[src/rtl/vote_pkg.sv]
// Purpose: shared types and constants for the vote collector (FSM states, verdict codes).
// Latency: n/a (declarations only).
// Backpressure: n/a.
package vote_pkg;

    localparam int NUM_VOTERS = 4;
    localparam int ID_W       = $clog2(NUM_VOTERS);

    // One-hot verdict codes, bit positions match O[3:1].
    localparam logic [3:1] VERDICT_YES = 3'b100;
    localparam logic [3:1] VERDICT_TIE = 3'b010;
    localparam logic [3:1] VERDICT_NO  = 3'b001;

    typedef enum logic [1:0] {
        IDLE    = 2'd0,
        COLLECT = 2'd1,
        RESULT  = 2'd2
    } state_t;

    // Number of yes votes in a ballot.
    function automatic logic [2:0] popcount(input logic [NUM_VOTERS-1:0] v);
        logic [2:0] c;
        c = 3'd0;
        for (int i = 0; i < NUM_VOTERS; i++) begin
            c = c + {2'b00, v[i]};
        end
        return c;
    endfunction

endpackage

[src/rtl/vote_collector_if.sv]
// Purpose: vote channel (valid/ready) between a vote source and the collector.
// Latency: n/a (wires only).
// Backpressure: vote_ready low means the collector is not taking votes; the source holds.
// Ports: vote_valid/vote_id/vote_val from master, vote_ready from slave.
interface vote_collector_if;
    import vote_pkg::*;

    logic            vote_valid;
    logic [ID_W-1:0] vote_id;
    logic            vote_val;
    logic            vote_ready;

    modport master (output vote_valid, output vote_id, output vote_val, input vote_ready);
    modport slave  (input vote_valid, input vote_id, input vote_val, output vote_ready);

endinterface

[src/rtl/vote_tally.sv]
// Purpose: maps a ballot to a one-hot verdict by counting yes votes.
// Latency: combinational.
// Backpressure: none.
// Ports: ballot (one bit per voter) in, O[3:1] verdict out.
module vote_tally
    import vote_pkg::*;
(
    input  logic [NUM_VOTERS-1:0] ballot,
    output logic [3:1]            O
);

    logic [2:0] yes_cnt;

    always_comb begin
        yes_cnt = popcount(ballot);
        if (yes_cnt >= 3'd3) begin
            O = VERDICT_YES;
        end else if (yes_cnt == 3'd2) begin
            O = VERDICT_TIE;
        end else begin
            O = VERDICT_NO;
        end
    end

endmodule

[src/rtl/vote_collector.sv]
// Purpose: collects one vote per voter per round and issues a registered majority verdict.
// Latency: verdict (done/O) one cycle after the closing vote, or TIMEOUT_CYCLES after round start.
// Backpressure: vote_ready high only while collecting; duplicates are dropped and flagged.
// Ports: clk, rst (sync, active-high), start, vote (slave modport), ballot, O[3:1], done,
//        timeout, dup_err.
module vote_collector
    import vote_pkg::*;
#(
    parameter int TIMEOUT_CYCLES = 16
) (
    input  logic                  clk,
    input  logic                  rst,
    input  logic                  start,
    vote_collector_if.slave       vote,
    output logic [NUM_VOTERS-1:0] ballot,
    output logic [3:1]            O,
    output logic                  done,
    output logic                  timeout,
    output logic                  dup_err
);

    localparam int         TW         = $clog2(TIMEOUT_CYCLES) + 1;
    localparam logic [TW-1:0] TIMER_LAST = TW'(TIMEOUT_CYCLES - 1);

    state_t                state_q, state_d;
    logic [NUM_VOTERS-1:0] ballot_q, ballot_d;
    logic [NUM_VOTERS-1:0] mask_q, mask_d;
    logic [TW-1:0]         timer_q, timer_d;
    logic                  timeout_q, timeout_d;
    logic [3:1]            o_q, o_d;
    logic                  dup_err_q, dup_err_d;
    logic [3:1]            verdict;

    // Ballot / mask / duplicate detection. Kept apart from the FSM logic so the
    // tally can look at the post-vote ballot without a combinational loop.
    always_comb begin
        ballot_d  = ballot_q;
        mask_d    = mask_q;
        dup_err_d = 1'b0;
        if (state_q == IDLE && start) begin
            ballot_d = '0;
            mask_d   = '0;
        end else if (state_q == COLLECT && vote.vote_valid) begin
            if (mask_q[vote.vote_id]) begin
                dup_err_d = 1'b1;
            end else begin
                ballot_d[vote.vote_id] = vote.vote_val;
                mask_d[vote.vote_id]   = 1'b1;
            end
        end
    end

    // Tally the ballot as it will be after this edge, so the closing vote counts.
    vote_tally u_tally (
        .ballot (ballot_d),
        .O      (verdict)
    );

    always_comb begin
        state_d   = state_q;
        timer_d   = timer_q;
        timeout_d = timeout_q;
        o_d       = 3'b000;
        unique case (state_q)
            IDLE: begin
                if (start) begin
                    state_d   = COLLECT;
                    timer_d   = '0;
                    timeout_d = 1'b0;
                end
            end
            COLLECT: begin
                // A complete mask wins over an expiring timer on the same edge.
                if (&mask_d) begin
                    state_d   = RESULT;
                    timeout_d = 1'b0;
                    o_d       = verdict;
                end else if (timer_q == TIMER_LAST) begin
                    state_d   = RESULT;
                    timeout_d = 1'b1;
                    o_d       = verdict;
                end else begin
                    timer_d = timer_q + 1'b1;
                end
            end
            RESULT:  state_d = IDLE;
            default: state_d = IDLE;
        endcase
    end

    always_ff @(posedge clk) begin
        if (rst) begin
            state_q   <= IDLE;
            timer_q   <= '0;
            timeout_q <= 1'b0;
            o_q       <= 3'b000;
        end else begin
            state_q   <= state_d;
            timer_q   <= timer_d;
            timeout_q <= timeout_d;
            o_q       <= o_d;
        end
    end

    always_ff @(posedge clk) begin
        if (rst) begin
            ballot_q  <= '0;
            mask_q    <= '0;
            dup_err_q <= 1'b0;
        end else begin
            ballot_q  <= ballot_d;
            mask_q    <= mask_d;
            dup_err_q <= dup_err_d;
        end
    end

    assign vote.vote_ready = (state_q == COLLECT);
    assign done            = (state_q == RESULT);
    assign ballot          = ballot_q;
    assign O               = o_q;
    assign timeout         = timeout_q;
    assign dup_err         = dup_err_q;

endmodule

[src/flat_wrapper.sv]
// flat-port wrapper written by rule: the top's interface ports become plain ports
module vote_collector_flat import vote_pkg::*;
#(
    parameter int TIMEOUT_CYCLES = 16
)
  (clk, rst, start, ballot, O, done, timeout, dup_err, vote_vote_valid, vote_vote_id, vote_vote_val, vote_vote_ready);
  vote_collector_if vote_i ();
  input  logic clk;
  input  logic rst;
  input  logic start;
  output logic [NUM_VOTERS-1:0] ballot;
  output logic [3:1] O;
  output logic done;
  output logic timeout;
  output logic dup_err;
  input wire logic [$bits(vote_i.vote_valid)-1:0] vote_vote_valid;
  input wire logic [$bits(vote_i.vote_id)-1:0] vote_vote_id;
  input wire logic [$bits(vote_i.vote_val)-1:0] vote_vote_val;
  output wire logic [$bits(vote_i.vote_ready)-1:0] vote_vote_ready;
  assign vote_i.vote_valid = vote_vote_valid;
  assign vote_i.vote_id = vote_vote_id;
  assign vote_i.vote_val = vote_vote_val;
  assign vote_vote_ready = vote_i.vote_ready;
  vote_collector #(.TIMEOUT_CYCLES(TIMEOUT_CYCLES)) u_core (.clk(clk), .rst(rst), .start(start), .vote(vote_i), .ballot(ballot), .O(O), .done(done), .timeout(timeout), .dup_err(dup_err));
endmodule
[config.mk]
export PLATFORM = sky130hd
export DESIGN_NAME = vote_collector_flat
export DESIGN_NICKNAME = d
export VERILOG_FILES = /design/src/rtl/vote_pkg.sv /design/src/rtl/vote_collector_if.sv /design/src/rtl/vote_tally.sv /design/src/rtl/vote_collector.sv /design/src/flat_wrapper.sv
export SDC_FILE = /design/constraint.sdc
export NUM_CORES = 1
export LEC_CHECK = 0
export CORE_MARGIN = 4
export CORE_UTILIZATION = 45
export CTS_CLUSTER_DIAMETER = 80
export CTS_CLUSTER_SIZE = 25
export DETAILED_ROUTE_END_ITERATION = 10
export PLACE_DENSITY = 0.7
export REMOVE_ABC_BUFFERS = 1
export SYNTH_ARGS = -nofsm -noshare
export SYNTH_HDL_FRONTEND = slang
export SYNTH_SLANG_ARGS = --single-unit
[constraint.sdc]
create_clock -name clk -period 5.7 [get_ports clk]
set_input_delay 0.855 -clock clk [delete_from_list [all_inputs] [get_ports clk]]
set_output_delay 0.855 -clock clk [all_outputs]
set_load 0.05 [all_outputs]
==> metrics.md <==
| Metric | Value |
|---|---|
| Status | finished, final reports clean |
| Slew Viols, Final | 0 |
| RR Endpoint | u_core.O[3] |
| H-tree depth | 1 |
| CP Class | primary input to register |
| Overall routing resource usage | 13.7% |
| WP data arrival | 3.54 ns |
| Max transition margin | 64.1% |
| GR peak layer | met2 |
| Fillers | 205 |
| Post-synth top area share | 39.7% |
| Layout Area Growth over Synthesis | 24.2% |
| Yosys cell types | 38 |
| Met2 Use GR | 22.3% |
| Crit-path max FO | 8 |
| Worst path max stage delay | 0.63 ns |
| Placed cell area | 1200 um2 |
| Synth area leaders | dfxtp_1, nor2_1, ha_1 |
| Peak VDD IR | 0.173 mV |
| Pin count of the biggest net entering global routing | 13 |
| Core area | 2040 um2 |
| Vias | 833 |
| Final Setup Violations | 0 |
| Gp weighted congestion | 0.848 |
| Gr ovfl total | 0 |
| Layout cell share with drive strength beyond 1 | 10.3% |
| Leading cell types in the layout, fill and taps excluded | dfxtp_1, clkdlybuf4s50_1, nor2_1 |
| Hold Startpoint | u_core.timer_q[4] |
| Synth Instances | 108 |
| DRC viols | 0 |
| Met3 GRT Util | 3.26% |
| Sequential area share after synthesis | 39.7% |
| Hold_buf cts | 0 |
| CP max stage cell | clkdlybuf4s50_1 |
| Slew at the pin closest to its max-slew limit | 0.536 ns |
| Post-CTS Resized | 0 |
| Crit. End Element | register |
| Root buffer cell | clkbuf_4 |
| Synth Register Bits | 20 |
| Vias in the first global route | 831 |
| Starting density of the core | 49.4% |
| CTS max path bufs | 2 |
| Post-CTS setup buffers | 0 |
| Syn_area_per_cell | 9.35 um2 |
| Commonest non-fill, non-tap cell in the layout | dfxtp_1 |
| CP Launch Type | primary input |
| Synth area leader | dfxtp_1 |
| Clock Latency Late Sink | 0.30 ns |
| Per-cell routed wire length | 12.9 um |
| CP required | 5.90 ns |
| Total negative slack | 0 ns |
| Skew final | 0.00649 ns |
| Worst r2r path cells | 11 |
| DRT Wirelength | 1980 um |
| Num CTS Buffers | 3 |
| CP Cell Sequence | clkdlybuf4s50_1, inv_1, nor4_1, mux2i_1, nor2_1, fa_1, ha_1, ha_1, a21oi_1, nor2_1 |
| Hold EP | u_core.timer_q[4] |
| Die area | 3070 um2 |
| Final Cell Area | 1250 um2 |
| RSZ-0062 raised after global routing | no |
| Final ANT Viol Nets | 0 |
| Yosys warnings | 0 |
| Max-cap check violation count | 0 |
| Synthesized cell area | 1010 um2 |
| Tcrit/Tclk final | 58.6% |
| TritonCTS clock tree | built |
| Final min period | 3.34 ns |
| Num rows | 16 |
| Top Ports | 18 |
| Fmax | 299 MHz |
| Port-buffer cells | 17 |
| DIE HEIGHT | 55.4 um |
| FF-to-FF Start | u_core.state_q[1] |
| HPWL after DPL | 1530 um |
| CTS clock-pin slew for the worst setup and hold paths | 0.11 ns |
| R2R Setup Slk | 2.87 ns |
| Ant. Diodes | 0 |
| Nets | 139 |
| Sink Count | 20 |
| Hold Vio Cnt, Final | 0 |
| First-pass GRT wire length | 3530 um |
| Via density | 5.44 |
| Hold Crit Class | register to register |
| LEAKAGE | 0.492 nW |
| GRT met1 Usage | 17.8% |
| WHS Path Cells | 2 |
| Initial antenna violation count | 0 |
| PwrDens | 232 nW/um2 |
| First DRT Iteration DRCs | 28 |
| Die width | 55.4 um |
| Drt first pass iters | 4 |
[worst max-delay path: cells and delay by family]
kind,cells,cell delay [ns]
buffers and inverters,2,0.77
muxes,1,0.27
and+or+nand+nor,3,0.50
AOI/OAI and AO/OA,1,0.15
adders and majority gates,3,0.99
[logic make-up (layout without fill, tap and decap cells)]
group,count (synthesis),in the layout,share of synthesized area [%]
compound gates,21,21,14.6
fa+ha+maj,5,5,6.94
flops,20,20,39.7
mux,6,6,7.19
simple gates,48,48,28.5
buf+inv,8,26,3.10
[metal layers]
layer | routed length, um | part of all wire [%]
met1 | 969 | 49
met2 | 892 | 45
met3 | 98 | 5.0
met5 | 0 | 0
met4 | 17 | 0.86
[cell type report]
cell class / instances / area (um2) / share of cell area, %
Inverter: 5 / 18.8 / 1.50
Tap cell: 27 / 33.8 / 2.69
Clock buffer: 3 / 22.5 / 1.80
Clock inverter: 1 / 30.0 / 2.40
Sequential cell: 20 / 400 / 31.9
Multi-Input combinational cell: 80 / 578 / 46.1
Timing Repair Buffer: 17 / 170 / 13.6
[cells in the mapped netlist]
cell and n:
dfxtp_1 20, nor2_1 14, nand2b_1 8, mux2i_1 5, nor3_1 5, o21ai_0 5
a21oi_1 4, ha_1 4, inv_1 4, nor2b_1 4, nand2_1 3, a21o_1 2
clkbuf_1 2, nand3_1 2, nor3b_1 2, nor4_1 2, a221oi_1 1, a31oi_1 1
a41o_1 1, and3_1 1, and3_4 1, buf_2 1, fa_1 1, inv_2 1
mux4_2 1, nand4b_1 1, nor4b_2 1, nor4bb_4 1, o21ai_1 1, o21ai_2 1
o21bai_2 1, o22ai_2 1, o2bb2ai_1 1, o31ai_1 1, o32ai_1 1, or2_2 1
or3_1 1, or4_1 1
[sequential cells by signal (all words and copies together), names as in the netlist]
name,cells
u_core.O,3
u_core.timer_q,5
u_core.mask_q,4
u_core.timeout,1
u_core.ballot,4
u_core.dup_err,1
u_core.state_q,2
[report_power, final]
group	internal (W)	switching (W)	total, W
logic	0.0000132	0.0000183	0.0000315
clock network	0.0000711	0.0000443	0.000115
registers	0.000142	0.00000240	0.000144
[metrics by stage]
stage | total power (W) | hold slack [ns] | instances | utilization [%] | setup WS (ns)
2_1_floorplan | 0.000166 | 0.446 | 105 | - | 2.92
3_3_place_gp | 0.000179 | 0.463 | 149 | 58.8 | 2.09
3_5_place_dp | 0.000179 | 0.469 | 149 | 58.8 | 2.01
4_1_cts | 0.000295 | 0.486 | 153 | 61.4 | 2.35
5_1_grt | 0.000303 | 0.511 | 153 | 61.4 | 2.15
6_report | 0.000291 | 0.483 | 153 | 61.4 | 2.36
[how the worst max path moves through the flow]
stage / startpoint / to / slack (ns) / cells after the start
3_5_place_dp: vote_vote_id[0] / u_core.O[3] / 2.01 / 10
2_1_floorplan: vote_vote_id[0] / u_core.O[3] / 2.92 / 9
6_report: vote_vote_id[0] / u_core.O[3] / 2.36 / 10
3_3_place_gp: vote_vote_id[0] / u_core.O[3] / 2.09 / 10
5_1_grt: vote_vote_id[0] / u_core.O[3] / 2.15 / 10
4_1_cts: vote_vote_id[0] / u_core.O[3] / 2.35 / 10
Note: power is estimated with default switching activity, not from simulation.
